==> config.mk <==
export PLATFORM = sky130hd
export DESIGN_NAME = pcie_pio_mem_bridge_flat
export DESIGN_NICKNAME = d
export VERILOG_FILES = /design/src/rtl/pcie_pio_pkg.sv /design/src/rtl/pcie_pio_mem_bridge_if.sv /design/src/rtl/pcie_pio_mem_bridge.sv /design/src/flat_wrapper.sv
export SDC_FILE = /design/constraint.sdc
export NUM_CORES = 1
export LEC_CHECK = 0
export ABC_AREA = 1
export ABC_CLOCK_PERIOD_IN_PS = 4600
export BUFFER_PORTS_ARGS = -buffer_cell sky130_fd_sc_hd__buf_2
export CAP_MARGIN = 10
export CORE_ASPECT_RATIO = 1.75
export CORE_MARGIN = 4
export CORE_UTILIZATION = 57
export CTS_BUF_LIST = sky130_fd_sc_hd__clkbuf_8
export DETAILED_ROUTE_END_ITERATION = 12
export PLACE_DENSITY = 0.9
export RECOVER_POWER = 50
export REMOVE_ABC_BUFFERS = 1
export SETUP_SLACK_MARGIN = 0.15
export SYNTH_ARGS = -nofsm -noshare
export SYNTH_HDL_FRONTEND = slang
export SYNTH_SLANG_ARGS = --single-unit
==> constraint.sdc <==
create_clock -name i_clk -period 4.6 [get_ports i_clk]
set_input_delay 0.92 -clock i_clk [delete_from_list [all_inputs] [get_ports i_clk]]
set_output_delay 0.92 -clock i_clk [all_outputs]
set_load 0.02 [all_outputs]
==> src/rtl/pcie_pio_pkg.sv <==
// Shared types and helpers for the PCIe PIO memory path (bridge and TX engine).
package pcie_pio_pkg;

  typedef enum logic [2:0] {
    StIdle,
    StWrReq,
    StRdReq,
    StRdWait,
    StRdOut
  } pio_bridge_state_t;

  localparam logic [31:0] PIO_ERR_DATA = 32'hFFFF_FFFF;

  // Bus lane carrying the addressed DW; only a 64-bit bus has two lanes.
  function automatic logic pio_lane_sel(input logic [2:0] addr_lo, input int unsigned data_width);
    return (data_width == 64) ? addr_lo[2] : 1'b0;
  endfunction

  // Byte enables of one DW within a request: first DW uses fbe (also for len 1), last lbe.
  function automatic logic [3:0] pio_dw_be(input logic first, input logic last,
                                           input logic [3:0] fbe, input logic [3:0] lbe);
    if (first) return fbe;
    if (last) return lbe;
    return 4'hF;
  endfunction

  // Zero the bytes of a DW whose enable is clear.
  function automatic logic [31:0] pio_be_mask(input logic [31:0] dw, input logic [3:0] be);
    logic [31:0] m;
    for (int b = 0; b < 4; b++) m[8*b +: 8] = be[b] ? dw[8*b +: 8] : 8'h00;
    return m;
  endfunction

endpackage

==> src/rtl/pcie_pio_mem_bridge_if.sv <==
// Handshaked memory bus between the PIO bridge (master) and a memory/register target (slave).
interface pcie_pio_mem_bridge_if #(
  parameter int unsigned DATA_WIDTH = 32,
  parameter int unsigned ADDR_WIDTH = 13
);
  logic                    valid;
  logic                    ready;
  logic                    wren;
  logic [ADDR_WIDTH-1:0]   addr;
  logic [DATA_WIDTH/8-1:0] wstrb;
  logic [DATA_WIDTH-1:0]   wdata;
  logic                    rvalid;
  logic [DATA_WIDTH-1:0]   rdata;

  modport master (output valid, wren, addr, wstrb, wdata, input ready, rvalid, rdata);
  modport slave  (input valid, wren, addr, wstrb, wdata, output ready, rvalid, rdata);
endinterface

==> src/rtl/pcie_pio_mem_bridge.sv <==
// Sequences PIO single-DW writes and multi-DW reads onto a handshaked memory bus, one beat per
// DW, streaming read DWs to the TX completion builder. Timeouts turn the rest of a read into
// all-ones DWs flagged as errors.
module pcie_pio_mem_bridge
  import pcie_pio_pkg::*;
#(
  parameter int unsigned DATA_WIDTH     = 32,
  parameter int unsigned ADDR_WIDTH     = 13,
  parameter int unsigned TIMEOUT_CYCLES = 255
) (
  input  logic                  i_clk,
  input  logic                  i_nrst,
  input  logic                  i_wr_valid,
  input  logic [ADDR_WIDTH-1:0] i_wr_addr,
  input  logic [3:0]            i_wr_be,
  input  logic [31:0]           i_wr_data,
  output logic                  o_wr_busy,
  input  logic                  i_rd_req_valid,
  input  logic [ADDR_WIDTH-1:0] i_rd_req_addr,
  input  logic [9:0]            i_rd_req_len,
  input  logic [3:0]            i_rd_req_fbe,
  input  logic [3:0]            i_rd_req_lbe,
  output logic                  o_rd_req_ready,
  output logic                  o_rd_data_valid,
  output logic [31:0]           o_rd_data,
  output logic                  o_rd_data_last,
  output logic                  o_rd_data_err,
  input  logic                  i_rd_data_ready,
  pcie_pio_mem_bridge_if.master mem,
  output logic                  o_err_pulse
);

  localparam int unsigned Lanes = DATA_WIDTH / 32;
  localparam int unsigned StrbW = DATA_WIDTH / 8;
  localparam int unsigned TmoW  = $clog2(TIMEOUT_CYCLES + 1);
  localparam logic [TmoW-1:0] TmoLast = TmoW'(TIMEOUT_CYCLES - 1);

  function automatic logic [ADDR_WIDTH-1:0] bus_align(input logic [ADDR_WIDTH-1:0] a);
    logic [ADDR_WIDTH-1:0] r;
    r = a;
    r[1:0] = 2'b00;
    if (DATA_WIDTH == 64) r[2] = 1'b0;
    return r;
  endfunction

  function automatic logic [StrbW-1:0] lane_strb(input logic [3:0] be, input logic lane);
    logic [StrbW-1:0] s;
    s = '0;
    for (int l = 0; l < int'(Lanes); l++) if (l == int'(lane)) s[4*l +: 4] = be;
    return s;
  endfunction

  function automatic logic [31:0] lane_dw(input logic [DATA_WIDTH-1:0] d, input logic lane);
    logic [31:0] w;
    w = '0;
    for (int l = 0; l < int'(Lanes); l++) if (l == int'(lane)) w = d[32*l +: 32];
    return w;
  endfunction

  pio_bridge_state_t     state_q, state_d;
  logic [ADDR_WIDTH-1:0] addr_q, addr_d;
  logic [10:0]           cnt_q, cnt_d;  // DWs left including the current one
  logic                  first_q, first_d;
  logic [3:0]            fbe_q, fbe_d, lbe_q, lbe_d;
  logic                  err_mode_q, err_mode_d;
  logic [TmoW-1:0]       tmo_q, tmo_d;
  logic                  mem_valid_q, mem_valid_d, mem_wren_q, mem_wren_d;
  logic [ADDR_WIDTH-1:0] mem_addr_q, mem_addr_d;
  logic [StrbW-1:0]      mem_wstrb_q, mem_wstrb_d;
  logic [DATA_WIDTH-1:0] mem_wdata_q, mem_wdata_d;
  logic                  rd_valid_q, rd_valid_d, rd_last_q, rd_last_d, rd_err_q, rd_err_d;
  logic [31:0]           rd_data_q, rd_data_d;
  logic                  err_pulse_q, err_pulse_d, wr_busy_q, wr_busy_d;

  logic                  tmo_hit;
  logic                  cur_last;
  logic [ADDR_WIDTH-1:0] addr_inc;

  assign o_rd_req_ready = i_nrst && (state_q == StIdle) && !i_wr_valid && i_rd_req_valid;
  assign tmo_hit        = (tmo_q == TmoLast);
  assign cur_last       = (cnt_q == 11'd1);
  assign addr_inc       = addr_q + ADDR_WIDTH'(4);

  // Next-state and next-output logic for the request sequencer.
  always_comb begin
    state_d     = state_q;
    addr_d      = addr_q;
    cnt_d       = cnt_q;
    first_d     = first_q;
    fbe_d       = fbe_q;
    lbe_d       = lbe_q;
    err_mode_d  = err_mode_q;
    tmo_d       = tmo_q;
    mem_valid_d = mem_valid_q;
    mem_wren_d  = mem_wren_q;
    mem_addr_d  = mem_addr_q;
    mem_wstrb_d = mem_wstrb_q;
    mem_wdata_d = mem_wdata_q;
    rd_valid_d  = rd_valid_q;
    rd_data_d   = rd_data_q;
    rd_last_d   = rd_last_q;
    rd_err_d    = rd_err_q;
    err_pulse_d = 1'b0;
    unique case (state_q)
      StIdle: begin
        tmo_d      = '0;
        err_mode_d = 1'b0;
        if (i_wr_valid) begin
          state_d     = StWrReq;
          addr_d      = i_wr_addr;
          mem_valid_d = 1'b1;
          mem_wren_d  = 1'b1;
          mem_addr_d  = bus_align(i_wr_addr);
          mem_wstrb_d = lane_strb(i_wr_be, pio_lane_sel(i_wr_addr[2:0], DATA_WIDTH));
          mem_wdata_d = {Lanes{i_wr_data}};
        end else if (o_rd_req_ready) begin
          state_d     = StRdReq;
          addr_d      = i_rd_req_addr;
          cnt_d       = (i_rd_req_len == 10'd0) ? 11'd1024 : {1'b0, i_rd_req_len};
          first_d     = 1'b1;
          fbe_d       = i_rd_req_fbe;
          lbe_d       = i_rd_req_lbe;
          mem_valid_d = 1'b1;
          mem_wren_d  = 1'b0;
          mem_addr_d  = bus_align(i_rd_req_addr);
          mem_wstrb_d = '0;
        end
      end
      StWrReq: begin
        if (mem.ready) begin
          mem_valid_d = 1'b0;
          mem_wren_d  = 1'b0;
          state_d     = StIdle;
        end else if (tmo_hit) begin
          // Write is dropped silently apart from the error pulse.
          mem_valid_d = 1'b0;
          mem_wren_d  = 1'b0;
          err_pulse_d = 1'b1;
          state_d     = StIdle;
        end else begin
          tmo_d = tmo_q + TmoW'(1);
        end
      end
      StRdReq, StRdWait: begin
        if ((state_q == StRdReq) && mem.ready) begin
          mem_valid_d = 1'b0;
          tmo_d       = '0;
          state_d     = StRdWait;
        end else if ((state_q == StRdWait) && mem.rvalid) begin
          rd_valid_d = 1'b1;
          rd_data_d  = pio_be_mask(lane_dw(mem.rdata, pio_lane_sel(addr_q[2:0], DATA_WIDTH)),
                                   pio_dw_be(first_q, cur_last, fbe_q, lbe_q));
          rd_last_d  = cur_last;
          rd_err_d   = 1'b0;
          state_d    = StRdOut;
        end else if (tmo_hit) begin
          // Abort: this and every remaining DW goes out as error data, no more bus beats.
          mem_valid_d = 1'b0;
          err_pulse_d = 1'b1;
          err_mode_d  = 1'b1;
          rd_valid_d  = 1'b1;
          rd_data_d   = PIO_ERR_DATA;
          rd_last_d   = cur_last;
          rd_err_d    = 1'b1;
          state_d     = StRdOut;
        end else begin
          tmo_d = tmo_q + TmoW'(1);
        end
      end
      StRdOut: begin
        if (i_rd_data_ready) begin
          rd_valid_d = 1'b0;
          if (cur_last) begin
            err_mode_d = 1'b0;
            state_d    = StIdle;
          end else begin
            cnt_d   = cnt_q - 11'd1;
            addr_d  = addr_inc;
            first_d = 1'b0;
            if (err_mode_q) begin
              rd_valid_d = 1'b1;
              rd_data_d  = PIO_ERR_DATA;
              rd_last_d  = (cnt_q == 11'd2);
              rd_err_d   = 1'b1;
            end else begin
              mem_valid_d = 1'b1;
              mem_wren_d  = 1'b0;
              mem_addr_d  = bus_align(addr_inc);
              mem_wstrb_d = '0;
              tmo_d       = '0;
              state_d     = StRdReq;
            end
          end
        end
      end
      default: state_d = StIdle;
    endcase
    wr_busy_d = (state_d != StIdle);
  end

  // State and registered outputs, synchronous active-low reset.
  always_ff @(posedge i_clk) begin
    if (!i_nrst) begin
      state_q     <= StIdle;
      addr_q      <= '0;
      cnt_q       <= '0;
      first_q     <= 1'b0;
      fbe_q       <= '0;
      lbe_q       <= '0;
      err_mode_q  <= 1'b0;
      tmo_q       <= '0;
      mem_valid_q <= 1'b0;
      mem_wren_q  <= 1'b0;
      mem_addr_q  <= '0;
      mem_wstrb_q <= '0;
      mem_wdata_q <= '0;
      rd_valid_q  <= 1'b0;
      rd_data_q   <= '0;
      rd_last_q   <= 1'b0;
      rd_err_q    <= 1'b0;
      err_pulse_q <= 1'b0;
      wr_busy_q   <= 1'b0;
    end else begin
      state_q     <= state_d;
      addr_q      <= addr_d;
      cnt_q       <= cnt_d;
      first_q     <= first_d;
      fbe_q       <= fbe_d;
      lbe_q       <= lbe_d;
      err_mode_q  <= err_mode_d;
      tmo_q       <= tmo_d;
      mem_valid_q <= mem_valid_d;
      mem_wren_q  <= mem_wren_d;
      mem_addr_q  <= mem_addr_d;
      mem_wstrb_q <= mem_wstrb_d;
      mem_wdata_q <= mem_wdata_d;
      rd_valid_q  <= rd_valid_d;
      rd_data_q   <= rd_data_d;
      rd_last_q   <= rd_last_d;
      rd_err_q    <= rd_err_d;
      err_pulse_q <= err_pulse_d;
      wr_busy_q   <= wr_busy_d;
    end
  end

  assign mem.valid       = mem_valid_q;
  assign mem.wren        = mem_wren_q;
  assign mem.addr        = mem_addr_q;
  assign mem.wstrb       = mem_wstrb_q;
  assign mem.wdata       = mem_wdata_q;
  assign o_rd_data_valid = rd_valid_q;
  assign o_rd_data       = rd_data_q;
  assign o_rd_data_last  = rd_last_q;
  assign o_rd_data_err   = rd_err_q;
  assign o_err_pulse     = err_pulse_q;
  assign o_wr_busy       = wr_busy_q;

endmodule

==> src/flat_wrapper.sv <==
// flat-port wrapper written by rule: the top's interface ports become plain ports
module pcie_pio_mem_bridge_flat import pcie_pio_pkg::*;
#(
  parameter int unsigned DATA_WIDTH     = 32,
  parameter int unsigned ADDR_WIDTH     = 13,
  parameter int unsigned TIMEOUT_CYCLES = 255
)
  (i_clk, i_nrst, i_wr_valid, i_wr_addr, i_wr_be, i_wr_data, o_wr_busy, i_rd_req_valid, i_rd_req_addr, i_rd_req_len, i_rd_req_fbe, i_rd_req_lbe, o_rd_req_ready, o_rd_data_valid, o_rd_data, o_rd_data_last, o_rd_data_err, i_rd_data_ready, o_err_pulse, mem_valid, mem_wren, mem_addr, mem_wstrb, mem_wdata, mem_ready, mem_rvalid, mem_rdata);
  pcie_pio_mem_bridge_if #(.DATA_WIDTH(DATA_WIDTH), .ADDR_WIDTH(ADDR_WIDTH)) mem_i ();
  input  logic i_clk;
  input  logic i_nrst;
  input  logic i_wr_valid;
  input  logic [ADDR_WIDTH-1:0] i_wr_addr;
  input  logic [3:0] i_wr_be;
  input  logic [31:0] i_wr_data;
  output logic o_wr_busy;
  input  logic i_rd_req_valid;
  input  logic [ADDR_WIDTH-1:0] i_rd_req_addr;
  input  logic [9:0] i_rd_req_len;
  input  logic [3:0] i_rd_req_fbe;
  input  logic [3:0] i_rd_req_lbe;
  output logic o_rd_req_ready;
  output logic o_rd_data_valid;
  output logic [31:0] o_rd_data;
  output logic o_rd_data_last;
  output logic o_rd_data_err;
  input  logic i_rd_data_ready;
  output logic o_err_pulse;
  output wire logic [$bits(mem_i.valid)-1:0] mem_valid;
  output wire logic [$bits(mem_i.wren)-1:0] mem_wren;
  output wire logic [$bits(mem_i.addr)-1:0] mem_addr;
  output wire logic [$bits(mem_i.wstrb)-1:0] mem_wstrb;
  output wire logic [$bits(mem_i.wdata)-1:0] mem_wdata;
  input wire logic [$bits(mem_i.ready)-1:0] mem_ready;
  input wire logic [$bits(mem_i.rvalid)-1:0] mem_rvalid;
  input wire logic [$bits(mem_i.rdata)-1:0] mem_rdata;
  assign mem_valid = mem_i.valid;
  assign mem_wren = mem_i.wren;
  assign mem_addr = mem_i.addr;
  assign mem_wstrb = mem_i.wstrb;
  assign mem_wdata = mem_i.wdata;
  assign mem_i.ready = mem_ready;
  assign mem_i.rvalid = mem_rvalid;
  assign mem_i.rdata = mem_rdata;
  pcie_pio_mem_bridge #(.DATA_WIDTH(DATA_WIDTH), .ADDR_WIDTH(ADDR_WIDTH), .TIMEOUT_CYCLES(TIMEOUT_CYCLES)) u_core (.i_clk(i_clk), .i_nrst(i_nrst), .i_wr_valid(i_wr_valid), .i_wr_addr(i_wr_addr), .i_wr_be(i_wr_be), .i_wr_data(i_wr_data), .o_wr_busy(o_wr_busy), .i_rd_req_valid(i_rd_req_valid), .i_rd_req_addr(i_rd_req_addr), .i_rd_req_len(i_rd_req_len), .i_rd_req_fbe(i_rd_req_fbe), .i_rd_req_lbe(i_rd_req_lbe), .o_rd_req_ready(o_rd_req_ready), .o_rd_data_valid(o_rd_data_valid), .o_rd_data(o_rd_data), .o_rd_data_last(o_rd_data_last), .o_rd_data_err(o_rd_data_err), .i_rd_data_ready(i_rd_data_ready), .mem(mem_i), .o_err_pulse(o_err_pulse));
endmodule
---- Yosys cells after proc, flatten, opt, wreduce, memory -nomap -nowiden ----
Cells that the tools add are included.
storage, ports and cells
  register bits ........................... 133
  bits in read-only memories .............. 0
  output and inout port bits .............. 89
  word-level logic and storage cells ...... 192
  latch bits .............................. 0
  memories ................................ 0
  bits in writable memories ............... 0
  input bits .............................. 119
operators by class
  reductions and logical operators ........ 26
  equality and inequality tests ........... 22
  $add $sub $neg .......................... 3
  $mul .................................... 0
  shifts and indexed selects .............. 0
  muxes and demuxes ....................... 121
  div/mod/pow operators ................... 0
  bitwise logic cells ..................... 1
  order comparisons ....................... 0
operators with widths
  operator               count
  $mux 32                6
  $mux 13                9
  $mux 8                 11
  $pmux 32 s2            1
  $mux 11                5
  $mux 1                 53
  $pmux 13 s2            2
  $mux 4                 12
  $pmux 8 s4             1
  $mux 3                 10
  $reduce_and 6->1       5
  $pmux 11 s2            1
  $ne 2x2->1 const B     8
  $add 13x3->13 const B  1
  $pmux 3 s4             1
  $eq 11x1->1 const B    1
  $eq 11x2->1 const B    1
  $sub 11x1->11 const B  1
  $logic_not 10->1       1
  $pmux 1 s2             5
  $reduce_and 5->1       2
  $reduce_bool 3->1      3
  $add 8x1->8 const B    1
  $eq 8x8->1 const B     1
  20 further kinds       31

---- Logic depth before layout (Yosys ltp) ----
  depth after elaboration ................. 18
  depth in mapped cells ................... 13

---- Least setup slack after synthesis ----
Ideal clock, no wire load.
  kind .................................... in2out
  from .................................... in i_wr_valid
  to ...................................... out o_rd_req_ready
  required time ........................... 3.680 ns
  stages .................................. 4
  arrival ................................. 1.440 ns
  path buffers ............................ 1
  path slack .............................. 2.240 ns
  cells stage by stage .................... inv_1 -> nand3_1 -> buf_2 -> inv_1
on the way
  longest elaborated chain between the ends .. 3
RTL lines
  element                          line                       text
  start: declaration               flat_wrapper.sv:12         input logic i_wr_valid;
  $logic_not 1->1                  pcie_pio_mem_bridge.sv:79  assign o_rd_req_ready = i_nrst && (state_q == StIdle) && !i_wr_valid && i_rd_req_valid;
  $logic_and 1x1->1 (2 in series)  pcie_pio_mem_bridge.sv:79
  end: declaration                 flat_wrapper.sv:22         output logic o_rd_req_ready;
Every way passes these cells.

---- Final worst setup path ----
Ends and elaborated chain as after synthesis.

==> results.ini <==
[power]
power_mw=3.006
p_per_area_mw_per_mm2=384.2
leakage_nw=4.167
irDropWorstVdd_mv=0.2884

[clocking]
cts.reportedPaths.clkPinSlew_ns=0.08
cts_resized=0
clock_sinks=129
cts.hold.buffers_added=0
clock_path_buffers=2
cts_buffers=17
cts_tree=done
clk_latency_ns=0.45
postCtsSetupBuffers=0
clockRootBuffer=clkbuf_8
cts.htree.levels=4

[logic_synthesis]
ys_seq_area_frac=0.3936
netlist_area_sq_mm=0.006561
netlist_instances=1043
yosys_warnings=0
yosys.area.top_type=dfxtp_1
async_flop_share=0
synth.area.top_cells=dfxtp_1, nand2_1, nor2_1
synth_edf_count=0
synthFlopType=dfxtp_1
ys_types=34
post_synth.cell_area_avg_sq_um=6.291
netlist.area_leader.share=0.3936
synth_common_cells=nand2_1, nor2_1, inv_1
yosysMostFrequentCell=nand2_1
synth-seq-cells=129

[finish]
fillers=1074
stdcell_count=1372
final_nets=1351
area_growth_pct=19.24
drive_gt1_frac=0.1299
final_cell_area_sq_mm=0.007824

[setup_path]
r2r_cells=10
timing.rr.start=u_core.state_q[0]
start_kind=input port
max_stage_delay_ns=0.67
required_ns=3.68
crit_chain=buf_2 -> inv_1 -> nand3_1 -> clkbuf_1 -> inv_1 -> buf_2
critPathKind=in -> out
worstPathArrival_ns=2.62
crit_end=o_rd_req_ready
ff2ff_setup_slack_ns=1.13
r2r-end=u_core.o_rd_data[30]
crit_path_max_fanout=21
critPathLaunch=i_wr_valid
end_kind=output pin
worst_path_max_delay_cell=clkbuf_1

[timing]
period_needed_ns=3.538
relSlewSlack=0.2420
finalCritPeriodShare=0.7690
finClkSkew_ns=0.01429
fin_ws_ns=1.062
drv_slew=0
rsz0062_at_grt=no
hold_viol_final=0
worst_pin_slew_ns=1.134
setup_tns_ns=0
setup_viol=0
max_freq_mhz=282.7

[job]
maxCapViolations=0

[die]
core-area_sq_mm=0.01123
ioPinCount=208
die-area_sq_mm=0.01336
initial_utilization=0.5842
fp-row-count=51
dieWidth_um=89.11
die_y_um=149.9

[placement]
gp_congestion=0.9391
placed_area_sq_mm=0.007538
hpwl_mm=12.66
pre_cts_ws_ns=1.204
place_inst=1339
port_buffers=201

[worst_hold_path]
min_from=u_core.o_rd_data_err
hp-class=reg -> reg

[detailed_routing]
drtIter0Drc=386
wl_per_cell_um=12.82
ant_nets=0
firstDrtPassIters=5
drc=0
viasPerCell=5.050
routed_wl_mm=17.59
via_count=6928

[global_route]
grt_max_degree=103
grt_pass1_vias=6536
grt_pass1_wl_mm=28.36
antenna_found_initial=1
grt_usage=0.2637
overflow=0

[status]
status=finished clean

power breakdown:
part	internal, mW	leakage [nW]	switching [mW]
clock network	0.511	0.217	0.523
logic	0.213	2.89	0.453
registers	1.23	1.06	0.0721
total	1.96	4.17	1.05
critical path: cells and delay by family:
kind                   cells  cell delay (ns)
buffers and inverters      5             1.54
AND/OR/NAND/NOR            1             0.16
sequential cells by signal, indices dropped and copies added, names as in the netlist, 3 cells and up:
signal,cells
u_core.addr_q,11
u_core.cnt_q,11
u_core.fbe_q,4
u_core.lbe_q,4
u_core.mem.addr,11
u_core.mem.wdata,32
u_core.mem.wstrb,4
u_core.o_rd_data,32
u_core.state_q,3
u_core.tmo_q,8
final cells by class:
| type | count | area, sq um | area share |
|---|---|---|---|
| Multi-Input combinational cell | 728 | 3182 | 0.4067 |
| Sequential cell | 129 | 2582 | 0.3301 |
| Timing Repair Buffer | 204 | 915.9 | 0.1171 |
| Inverter | 146 | 550.5 | 0.07037 |
| Clock buffer | 17 | 234.0 | 0.02991 |
| Clock inverter | 15 | 191.4 | 0.02447 |
| Tap cell | 132 | 165.2 | 0.02111 |
| Antenna cell | 1 | 2.502 | 0.0003198 |
worst min-delay path by stage:
stage / slack, ns / to / depth (start not counted)
finish: 0.45 / u_core.o_rd_data_err / 2
global route: 0.48 / u_core.lbe_q[1] / 2
CTS: 0.45 / u_core.o_rd_data_err / 2
detailed placement: 0.44 / u_core.o_rd_data_err / 2
global placement: 0.44 / u_core.o_rd_data_err / 2
floorplan: 0.43 / u_core.fbe_q[0] / 2
through the flow:
stage	utilization	hold WS, ns
global placement	0.6712	0.4369
detailed placement	0.6712	0.4398
CTS	0.7091	0.4519
global route	0.6966	0.4790
floorplan	-	0.4286
finish	0.6966	0.4500
logic make-up after synthesis:
kind of cell	count (synthesis)	share of synthesized area
simple gates	587	0.3665
flops	129	0.3936
fa+ha+maj	6	0.01144
other cells	1	0.0005715
xor+xnor	9	0.01201
buf+inv	187	0.1175
mux	1	0.001526
compound gates	123	0.09687
per-layer routing:
layer / vias up / wire length, um / global-route usage
li1: 3573 / - / -
met1: 3063 / 6610 / 0.2872
met2: 245 / 9097 / 0.4664
met3: 47 / 1360 / 0.06556
met4: 0 / 525 / 0.1192
met5: - / 0 / 0
layout by cell type, fill, tap and decap left out, drive strengths merged, types with 2 or more instances in the layout:
| cell | instances |
|---|---|
| xnor2 | 4 |
| xor2 | 5 |
| inv | 153 |
| nor2 | 182 |
| clkinv | 6 |
| conb | 2 |
| buf | 116 |
| o21ai | 76 |
| nand2 | 311 |
| nand3 | 75 |
| bufinv | 2 |
| nand4 | 14 |
| nor3 | 4 |
| clkbuf | 105 |
| ha | 6 |
| a21oi | 43 |
| dfxtp | 129 |
Power figures use the tool's default switching activity.
